===== src/rtl/if_fetch_pkg.sv =====
// Shared types and constants for the instruction fetch stage.
// The optional branch target buffer is enabled by defining IF_BTB_EN.
package if_fetch_pkg;

    // Bus widths of the fetch datapath
    typedef logic [31:0] inst_addr_t;   // InstAddrBus
    typedef logic [31:0] inst_t;        // InstBus
    typedef logic [1:0]  stall_t;       // StallBus

    // Bit positions inside the global stall vector
    localparam int STALL_PC   = 0;
    localparam int STALL_IFID = 1;

    localparam inst_addr_t ZERO_WORD = 32'h0000_0000;

    // Default BTB geometry: 16 entries indexed by pc[5:2], tag from pc[17:6]
    localparam int BTB_IDX_W_DEF = 4;
    localparam int BTB_TAG_W_DEF = 12;

    // Fetch controller states
    typedef enum logic [1:0] {
        IfIdle = 2'd0,
        IfWait = 2'd1,
        IfHold = 2'd2
    } if_state_e;

    // Sequential next PC, 32-bit wrapping
    function automatic inst_addr_t pc_plus4(input inst_addr_t pc);
        return pc + 32'd4;
    endfunction

endpackage


===== src/rtl/if_fetch_if.sv =====
// Instruction read bus between the fetch stage (master) and the memory
// controller (slave).
//
// Handshake: the master raises mem_req with a stable mem_addr and keeps both
// unchanged until the slave answers with a one-cycle mem_done pulse carrying
// mem_inst. A request is never withdrawn; the master drops mem_req on the
// edge that samples mem_done. mem_inst is only meaningful while mem_done=1.
interface if_fetch_if;
    import if_fetch_pkg::*;

    logic       mem_req;
    inst_addr_t mem_addr;
    logic       mem_done;
    inst_t      mem_inst;

    modport master (output mem_req, output mem_addr, input mem_done, input mem_inst);
    modport slave  (input mem_req, input mem_addr, output mem_done, output mem_inst);

endinterface


===== src/rtl/if_fetch_btb.sv =====
// Direct-mapped branch target buffer (if_btb) for the fetch stage.
// Only compiled when IF_BTB_EN is defined. Lookup is combinational and sees
// the table contents from before any update issued in the same cycle.
`ifdef IF_BTB_EN
module if_fetch_btb
    import if_fetch_pkg::*;
#(
    parameter int IDX_W = BTB_IDX_W_DEF,
    parameter int TAG_W = BTB_TAG_W_DEF
) (
    input  logic       clk,
    input  logic       rst,
    input  logic       rdy,
    input  inst_addr_t lookup_pc,
    output inst_addr_t lookup_pred,
    input  logic       upd_en,
    input  inst_addr_t upd_pc,
    input  inst_addr_t upd_target,
    input  logic       upd_taken
);

    localparam int N = 1 << IDX_W;

    logic [N-1:0]     valid;
    logic [TAG_W-1:0] tag_mem [N];
    inst_addr_t       tgt_mem [N];

    logic [IDX_W-1:0] lk_idx, up_idx;
    logic [TAG_W-1:0] lk_tag, up_tag;
    logic             lk_hit;

    // Word-aligned PCs: index starts above the byte offset, tag above the index
    assign lk_idx = lookup_pc[IDX_W+1:2];
    assign lk_tag = lookup_pc[IDX_W+TAG_W+1:IDX_W+2];
    assign up_idx = upd_pc[IDX_W+1:2];
    assign up_tag = upd_pc[IDX_W+TAG_W+1:IDX_W+2];

    // Byte offset and high PC bits take no part in indexing or tagging
    wire unused_btb = ^{lookup_pc, upd_pc};

    // Valid bits: set on a taken update, dropped on a not-taken update that hits
    always_ff @(posedge clk) begin
        if (rst) begin
            valid <= '0;
        end else if (rdy && upd_en) begin
            if (upd_taken) begin
                valid[up_idx] <= 1'b1;
            end else if (valid[up_idx] && (tag_mem[up_idx] == up_tag)) begin
                valid[up_idx] <= 1'b0;
            end
        end
    end

    // Tag and target storage; contents are qualified by the valid bits
    always_ff @(posedge clk) begin
        if (rdy && upd_en && upd_taken) begin
            tag_mem[up_idx] <= up_tag;
            tgt_mem[up_idx] <= upd_target;
        end
    end

    // Prediction: stored target on a hit, otherwise fall through
    always_comb begin
        lk_hit      = valid[lk_idx] && (tag_mem[lk_idx] == lk_tag);
        lookup_pred = lk_hit ? tgt_mem[lk_idx] : pc_plus4(lookup_pc);
    end

endmodule
`endif


===== src/rtl/if_fetch.sv =====
// Instruction fetch stage: owns the PC, reads one instruction at a time from
// the memory controller, predicts the next PC and holds the fetched
// instruction on the IF side of the IF/ID register until it is taken.
// Define IF_BTB_EN to predict with a branch target buffer; otherwise the
// prediction is always PC+4 and the upd_* inputs are ignored.
module if_fetch
    import if_fetch_pkg::*;
#(
    parameter int BTB_IDX_W = BTB_IDX_W_DEF,
    parameter int BTB_TAG_W = BTB_TAG_W_DEF
) (
    input  logic       clk,
    input  logic       rst,
    input  logic       rdy,
    input  stall_t     stall,
    input  logic       br,
    input  inst_addr_t br_target,
    input  logic       upd_en,
    input  inst_addr_t upd_pc,
    input  inst_addr_t upd_target,
    input  logic       upd_taken,
    if_fetch_if.master mbus,
    output inst_addr_t if_pc,
    output inst_addr_t if_npc,
    output inst_addr_t if_pred,
    output inst_t      if_inst,
    output logic       stallreq_if,
    output if_state_e  dbg_state
);

    if_state_e  state, state_n;
    inst_addr_t pc, pc_n;
    logic       kill, kill_n;       // in-flight read must be discarded
    logic       req_q, req_n;
    inst_addr_t addr_q, addr_n;
    inst_addr_t pc_o_n, npc_o_n, pred_o_n;
    inst_t      inst_o_n;
    inst_addr_t pred;               // predicted successor of pc

`ifdef IF_BTB_EN
    if_fetch_btb #(
        .IDX_W (BTB_IDX_W),
        .TAG_W (BTB_TAG_W)
    ) u_btb (
        .clk         (clk),
        .rst         (rst),
        .rdy         (rdy),
        .lookup_pc   (pc),
        .lookup_pred (pred),
        .upd_en      (upd_en),
        .upd_pc      (upd_pc),
        .upd_target  (upd_target),
        .upd_taken   (upd_taken)
    );
`else
    assign pred = pc_plus4(pc);

    // Without a BTB the resolved-branch feedback and its geometry are unused
    wire unused_upd = ^{upd_en, upd_pc, upd_target, upd_taken};
    localparam int unused_btb_geom = BTB_IDX_W + BTB_TAG_W;
`endif

    assign mbus.mem_req  = req_q;
    assign mbus.mem_addr = addr_q;
    assign stallreq_if   = (state != IfHold);
    assign dbg_state     = state;

    // Next-state and next-output logic; a redirect overrides any stall
    always_comb begin
        state_n  = state;
        pc_n     = pc;
        kill_n   = kill;
        req_n    = req_q;
        addr_n   = addr_q;
        pc_o_n   = if_pc;
        npc_o_n  = if_npc;
        pred_o_n = if_pred;
        inst_o_n = if_inst;

        if (br) begin
            pc_n     = br_target;
            pc_o_n   = ZERO_WORD;
            npc_o_n  = ZERO_WORD;
            pred_o_n = ZERO_WORD;
            inst_o_n = ZERO_WORD;
        end

        case (state)
            IfIdle: begin
                if (!br && !stall[STALL_PC]) begin
                    req_n   = 1'b1;
                    addr_n  = pc;
                    state_n = IfWait;
                end
            end
            IfWait: begin
                if (mbus.mem_done) begin
                    // Read completes: keep it only if nothing redirected us
                    req_n   = 1'b0;
                    kill_n  = 1'b0;
                    state_n = IfIdle;
                    if (!br && !kill) begin
                        pc_o_n   = pc;
                        npc_o_n  = pc_plus4(pc);
                        pred_o_n = pred;
                        inst_o_n = mbus.mem_inst;
                        state_n  = IfHold;
                    end
                end else if (br) begin
                    // The read cannot be aborted; drop its data when it lands
                    kill_n = 1'b1;
                end
            end
            IfHold: begin
                if (br) begin
                    state_n = IfIdle;
                end else if (!stall[STALL_IFID]) begin
                    pc_n    = if_pred;
                    state_n = IfIdle;
                end
            end
            default: begin
                state_n = IfIdle;
            end
        endcase
    end

    // State and output registers; rdy low freezes everything
    always_ff @(posedge clk) begin
        if (rst) begin
            state   <= IfIdle;
            pc      <= ZERO_WORD;
            kill    <= 1'b0;
            req_q   <= 1'b0;
            addr_q  <= ZERO_WORD;
            if_pc   <= ZERO_WORD;
            if_npc  <= ZERO_WORD;
            if_pred <= ZERO_WORD;
            if_inst <= ZERO_WORD;
        end else if (rdy) begin
            state   <= state_n;
            pc      <= pc_n;
            kill    <= kill_n;
            req_q   <= req_n;
            addr_q  <= addr_n;
            if_pc   <= pc_o_n;
            if_npc  <= npc_o_n;
            if_pred <= pred_o_n;
            if_inst <= inst_o_n;
        end
    end

endmodule


===== src/flat_wrapper.sv =====
// flat-port wrapper written by rule: the top's interface ports become plain ports
module if_fetch_flat import if_fetch_pkg::*;
#(
    parameter int BTB_IDX_W = BTB_IDX_W_DEF,
    parameter int BTB_TAG_W = BTB_TAG_W_DEF
)
  (clk, rst, rdy, stall, br, br_target, upd_en, upd_pc, upd_target, upd_taken, if_pc, if_npc, if_pred, if_inst, stallreq_if, dbg_state, mbus_mem_req, mbus_mem_addr, mbus_mem_done, mbus_mem_inst);
  if_fetch_if mbus_i ();
  input  logic clk;
  input  logic rst;
  input  logic rdy;
  input  stall_t stall;
  input  logic br;
  input  inst_addr_t br_target;
  input  logic upd_en;
  input  inst_addr_t upd_pc;
  input  inst_addr_t upd_target;
  input  logic upd_taken;
  output inst_addr_t if_pc;
  output inst_addr_t if_npc;
  output inst_addr_t if_pred;
  output inst_t if_inst;
  output logic stallreq_if;
  output if_state_e dbg_state;
  output wire logic [$bits(mbus_i.mem_req)-1:0] mbus_mem_req;
  output wire logic [$bits(mbus_i.mem_addr)-1:0] mbus_mem_addr;
  input wire logic [$bits(mbus_i.mem_done)-1:0] mbus_mem_done;
  input wire logic [$bits(mbus_i.mem_inst)-1:0] mbus_mem_inst;
  assign mbus_mem_req = mbus_i.mem_req;
  assign mbus_mem_addr = mbus_i.mem_addr;
  assign mbus_i.mem_done = mbus_mem_done;
  assign mbus_i.mem_inst = mbus_mem_inst;
  if_fetch #(.BTB_IDX_W(BTB_IDX_W), .BTB_TAG_W(BTB_TAG_W)) u_core (.clk(clk), .rst(rst), .rdy(rdy), .stall(stall), .br(br), .br_target(br_target), .upd_en(upd_en), .upd_pc(upd_pc), .upd_target(upd_target), .upd_taken(upd_taken), .mbus(mbus_i), .if_pc(if_pc), .if_npc(if_npc), .if_pred(if_pred), .if_inst(if_inst), .stallreq_if(stallreq_if), .dbg_state(dbg_state));
endmodule

===== config.mk =====
export PLATFORM = sky130hd
export DESIGN_NAME = if_fetch_flat
export DESIGN_NICKNAME = d
export VERILOG_FILES = /design/src/rtl/if_fetch_pkg.sv /design/src/rtl/if_fetch_if.sv /design/src/rtl/if_fetch_btb.sv /design/src/rtl/if_fetch.sv /design/src/flat_wrapper.sv
export SDC_FILE = /design/constraint.sdc
export NUM_CORES = 1
export LEC_CHECK = 0
export ABC_CLOCK_PERIOD_IN_PS = 2000
export CORE_UTILIZATION = 39
export CTS_CLUSTER_DIAMETER = 30
export DETAILED_ROUTE_END_ITERATION = 10
export HOLD_SLACK_MARGIN = 0.08
export PLACE_DENSITY = 0.86
export SLEW_MARGIN = 25
export SYNTH_ARGS = -nofsm -noshare
export SYNTH_HDL_FRONTEND = slang
export SYNTH_SLANG_ARGS = --single-unit
export TNS_END_PERCENT = 50

===== constraint.sdc =====
create_clock -name clk -period 2 [get_ports clk]
set_input_delay 0.3 -clock clk [delete_from_list [all_inputs] [get_ports clk]]
set_output_delay 0.3 -clock clk [all_outputs]
set_load 0.03 [all_outputs]

# Word-level counts from Yosys, hierarchy flattened
# Cells that the tools add are included.
[word_totals]
reg_bits = 196
out_inout_bits = 164
[op_classes]
n_reduce_logical = 12
eq_ne = 6
n_mux = 31
n_addsub = 1
[op_table]
columns = ["cell", "n"]
rows = [
  ["32-bit 2-to-1 mux", 20],
  ["32-bit by 3-bit adder with 32-bit output, second input constant", 1],
  ["2-bit 2-to-1 mux", 5],
  ["4-bit AND reduction", 2],
  ["2-bit case mux with 3 select lines", 1],
  ["3-bit AND reduction", 2],
  ["1-bit 2-to-1 mux", 4],
  ["2-bit inequality test, second input constant", 2],
  ["2-bit nonzero test", 2],
  ["1-bit logical NOT", 3],
  ["3-bit inequality test, second input constant", 1],
  ["2-bit by 1-bit == test with 1-bit output, second input constant", 1],
  ["2-bit == test, second input constant", 1],
  ["1-bit logical AND", 2],
  ["2-bit logical NOT", 1],
  ["2-bit by 1-bit inequality test with 1-bit output, second input constant", 1],
  ["1-bit case mux with 2 select lines", 1],
]

# Logic depth before layout (Yosys ltp)
[depth]
ltp_word = 5
depth_mapped = 8
mapped_depth_nobuf = 6

# Worst setup path before layout
# Ideal clock, no wire load.
[synth_path]
kind = "flip-flop to flip-flop"
startpoint = "register u_core.state[1] (netlist: u_core.dbg_state[1])"
endpoint = "register u_core.pc[24]"
stages_incl_launch_ff = 7
period_less_slack_ns = 2.099
arrival_ns = 2.013
n_path_buf = 2
required_ns = 1.914
setup_time_ns = 0.086
setup_slack_ns = -0.099
cell_sequence = "dfxtp_1 -> clkbuf_1 -> or3b_2 -> a21oi_1 -> clkbuf_1 -> nor2_1 -> a211oi_1"
[synth_via]
elab_chain_cells = 2
[synth_lines]
columns = ["element", "line", "rtl"]
rows = [
  ["start: declaration", "if_fetch.sv:31", "if_state_e state, state_n;"],
  ["start signal: assignment", "if_fetch.sv:131", "state <= IfIdle;"],
  ["start signal: assignment", "if_fetch.sv:141", "state <= state_n;"],
  ["2-bit == test", "if_fetch.sv:88", "case (state)"],
  ["32-bit 2-to-1 mux", "if_fetch.sv:88", ""],
  ["end signal: assignment", "if_fetch.sv:142", "pc <= pc_n;"],
  ["end: declaration", "if_fetch.sv:32", "inst_addr_t pc, pc_n;"],
]
# No other way between the ends.
# A chain may end at the register's enable or synchronous reset.

# Worst setup path in the final report
[layout_path]
startpoint = "register u_core.pc[3]"
endpoint = "register u_core.if_npc[31]"
[layout_via]
elab_chain_cells = 4
[layout_lines]
columns = ["element", "line", "rtl"]
rows = [
  ["32-bit by 3-bit adder with 32-bit output", "if_fetch_pkg.sv:29", "return pc + 32'd4;"],
  ["32-bit 2-to-1 mux", "if_fetch.sv:102", "if (!br && !kill) begin"],
  ["32-bit 2-to-1 mux", "if_fetch.sv:97", "if (mbus.mem_done) begin"],
  ["32-bit 2-to-1 mux", "if_fetch.sv:88", ""],
  ["end signal: assignment", "if_fetch.sv:147", "if_npc <= npc_o_n;"],
  ["end: declaration", "if_fetch.sv:24", "output inst_addr_t if_npc,"],
]
# No other way between the ends.

==> impl_metrics.json <==
{
  "post_route_cells_drive_above_1_share": 0.131,
  "ys_async_sr_fraction": 0,
  "critPathBufInv": 1,
  "syn_to_final_growth_pct": 52.6,
  "num-fill-cells": 1527,
  "post-place-cells": 1296,
  "largest_net_degree_at_the_start_of_global_routing": 109,
  "floorplan.die.width_um": 139,
  "peak_supply_drop_mv": 0.593,
  "timing.critical_path.arrival_ns": 2.35,
  "clk_path_buf_depth": 2,
  "floorplan.initialDensity": 0.402,
  "num-nets-final": 1226,
  "ys_ff_latch": 196,
  "sequential_cell_area_um2": 3930,
  "synth-edff-count": 0,
  "share_of_the_yosys_chip_area_belonging_to_registers": 0.538,
  "grt_pass1_wl_um": 37200,
  "final_max_slew_violation_count": 0,
  "globalplace.congestion": 0.836,
  "stdcell_count": 1328,
  "htree_levels": 4,
  "cts_inserted_buffers": 17,
  "run_status": "finished with violations",
  "max_slew_margin": 0.659,
  "synth_top_area_cell": "dfxtp_1",
  "via_per_inst": 5.46,
  "design.core.area_um2": 18100,
  "first_pass_iters": 8,
  "rsz0062_at_grt": "yes",
  "via_count_of_the_first_global_routing_pass": 7082,
  "ant_cells": 0,
  "sum_of_routed_wire_length_over_all_layers_um": 24200,
  "routed_wire_length_per_instance_um": 18.2,
  "cap_viol_max_count": 0,
  "antenna_violating_nets_post_route": 0,
  "die_height_um": 139,
  "mean_post_synth_cell_area_um2": 8.72,
  "yosys_warn_count": 0,
  "setup_violations": 0,
  "fin_crit_ns": 1.98,
  "max_freq_mhz": 506,
  "multi_input_comb_area_um2": 3230,
  "fin_skew_ns": 0.00707,
  "place.detailed.hpwl_um": 16900,
  "netlist_top_cells_count": "dfxtp_1, nand2_1, nor2_1",
  "clock_insertion_delay_worst_skew_ns": 0.42,
  "tritoncts": "yes",
  "worst_setup_hold_path_clk_slew_ns": 0.07,
  "standard_cell_with_the_maximum_stage_delay_on_the_critical_path": "or4_4",
  "std_cell_rows": 49,
  "ys_dominant_reg_cell": "dfxtp_1",
  "synth.net_count": 974,
  "top_level_ports": 301,
  "crit_required_ns": 2.37,
  "cts-hold-fix-buffers": 0,
  "netlist.area_leader.share": 0.538,
  "timing.hold.worst.class": "input port to flip-flop",
  "cellLeakagePower_nw": 4.09,
  "p_per_area_nw_per_um2": 744,
  "clock_sinks": 196,
  "main_area_contributors_after_synthesis": "dfxtp_1, a22oi_1, nand2_1, nor2_1, a21oi_1",
  "worstSetupStartpointType": "flip-flop",
  "grt_util_all_layers": 0.246,
  "number_of_i_o_port_buffers": 234,
  "violations": "design-rule violations",
  "critPathMaxStageDelay_ns": 0.53,
  "placed_area_um2": 10400,
  "drt-initial-drc-count": 422,
  "die-area_um2": 19200,
  "routed-via-count": 7249,
  "timing.critical_path.max_delay_family": "simple AND/OR/NAND/NOR gates",
  "crit_path_cell_trace": "buf_4 -> nand4_1 -> or3_4 -> or4_4 -> a21oi_4 -> a21o_1",
  "finalInstanceArea_um2": 11100,
  "worstPathMaxFanout": 15,
  "synthMostInstantiatedCell": "dfxtp_1",
  "cp-end-kind": "flip-flop",
  "antenna_found_initial": 0,
  "final_hold_viol_count": 0,
  "criticalPathCategory": "flip-flop to flip-flop",
  "synth_cells": 836,
  "root_buffer_cell": "clkbuf_16",
  "globalRouteOverflowTotal": 0,
  "tightestPinTransition_ns": 0.512,
  "remaining_drc_errors": 14,
  "post_synth_num_cell_types": 40,
  "synth.cell_area_um2": 7290,
  "final_min_period_over_clock_period": 0.988
}
-- cell usage in the layout, fill, tap and decap left out, types with 4 or more instances in the layout --
master and count:
clkbuf_16 17, o22ai_1 32, nand3_1 10, o21ai_0 17, buf_4 64, a21oi_2 8, a211oi_1 32, a21o_1 28
or4_1 7, a22oi_1 63, inv_1 8, nor3_1 5, nand2_1 119, xnor2_1 13, o31ai_1 8, dfxtp_1 190
clkdlybuf4s50_1 229, nand4_1 4, a21oi_4 4, nor2_1 109, or4_4 6, dfxtp_2 6, a21oi_1 57, buf_12 12
-- per-layer routing --
layer	vias up	wire length (um)	GRT usage
met5	-	0	0
met1	3453	9680	0.296
met4	0	629	0.0971
li1	3434	-	-
met3	41	2170	0.0780
met2	321	11700	0.409
-- registers in the layout, summed over array words and instances, names as in the netlist --
| register | count |
|---|---|
| u_core.kill | 1 |
| u_core.if_pc | 32 |
| u_core.dbg_state | 2 |
| u_core.if_inst | 32 |
| u_core.mbus.mem_addr | 32 |
| u_core.if_npc | 32 |
| u_core.if_pred | 32 |
| u_core.pc | 32 |
| u_core.mbus.mem_req | 1 |
-- logic make-up (layout without fill, tap and decap cells) --
kind of cell    after synthesis  after routing  share of synthesized area
fa+ha+maj                     1              1                    0.00172
compound gates              256            256                      0.228
buf+inv                      86            348                     0.0470
xor+xnor                     17             17                     0.0204
simple gates                280            281                      0.165
flops                       196            196                      0.538
-- final cells by class --
| cell class | instances | area share |
|---|---|---|
| tap | 229 | 0.0258 |
| timing repair buffer | 310 | 0.275 |
| clock buffer | 21 | 0.0414 |
| inverter | 8 | 0.00270 |
| clock inverter | 9 | 0.0116 |
| multi-input combinational | 555 | 0.290 |
| sequential | 196 | 0.353 |
-- power breakdown --
group	internal, mW	switching, mW	total (mW)
registers	3.97	0.0530	4.02
logic	0.355	0.423	0.779
clock network	2.02	1.46	3.48
total	6.35	1.93	8.28
-- through the flow --
step | setup TNS, ns | worst slack, ns | power [mW] | utilization | hold slack [ns]
floorplan | -0.000569 | -0.000327 | 4.45 | - | 0.417
global placement | -5.08 | -0.0868 | 4.85 | 0.571 | 0.435
detailed placement | -7.15 | -0.121 | 4.86 | 0.571 | 0.443
CTS | -0.0150 | -0.00762 | 8.30 | 0.607 | 0.268
global route | -0.113 | -0.0382 | 8.54 | 0.613 | 0.297
finish | 0 | 0.0232 | 8.28 | 0.613 | 0.287
-- worst paths after layout --
check	from	depth (start not counted)	slack, ns	end
worst max register to register	u_core.pc[3]	6	0.02	u_core.if_npc[31]
worst max-delay path	u_core.pc[3]	6	0.02	u_core.if_npc[31]
worst min-delay path	rdy	2	0.29	u_core.pc[9]
worst min register to register	u_core.if_pc[0]	2	0.45	u_core.if_pc[0]
-- worst reg2reg max path, cell delays in order (launching register included) --
cell and delay [ns]:
dfxtp_2 0.35, buf_4 0.16, nand4_1 0.15, or3_4 0.48, or4_4 0.54, a21oi_4 0.15, a21o_1 0.10
-- timing repair --
action / 4_1_cts / 5_1_grt
pin swaps: 6 / 8
endpoints found under the setup margin: 25 / 23
buffers inserted: 1 / 2
gates cloned: 1 / 0
resized for setup: 18 / 22
No activity file was read; power rests on OpenSTA's default activity.
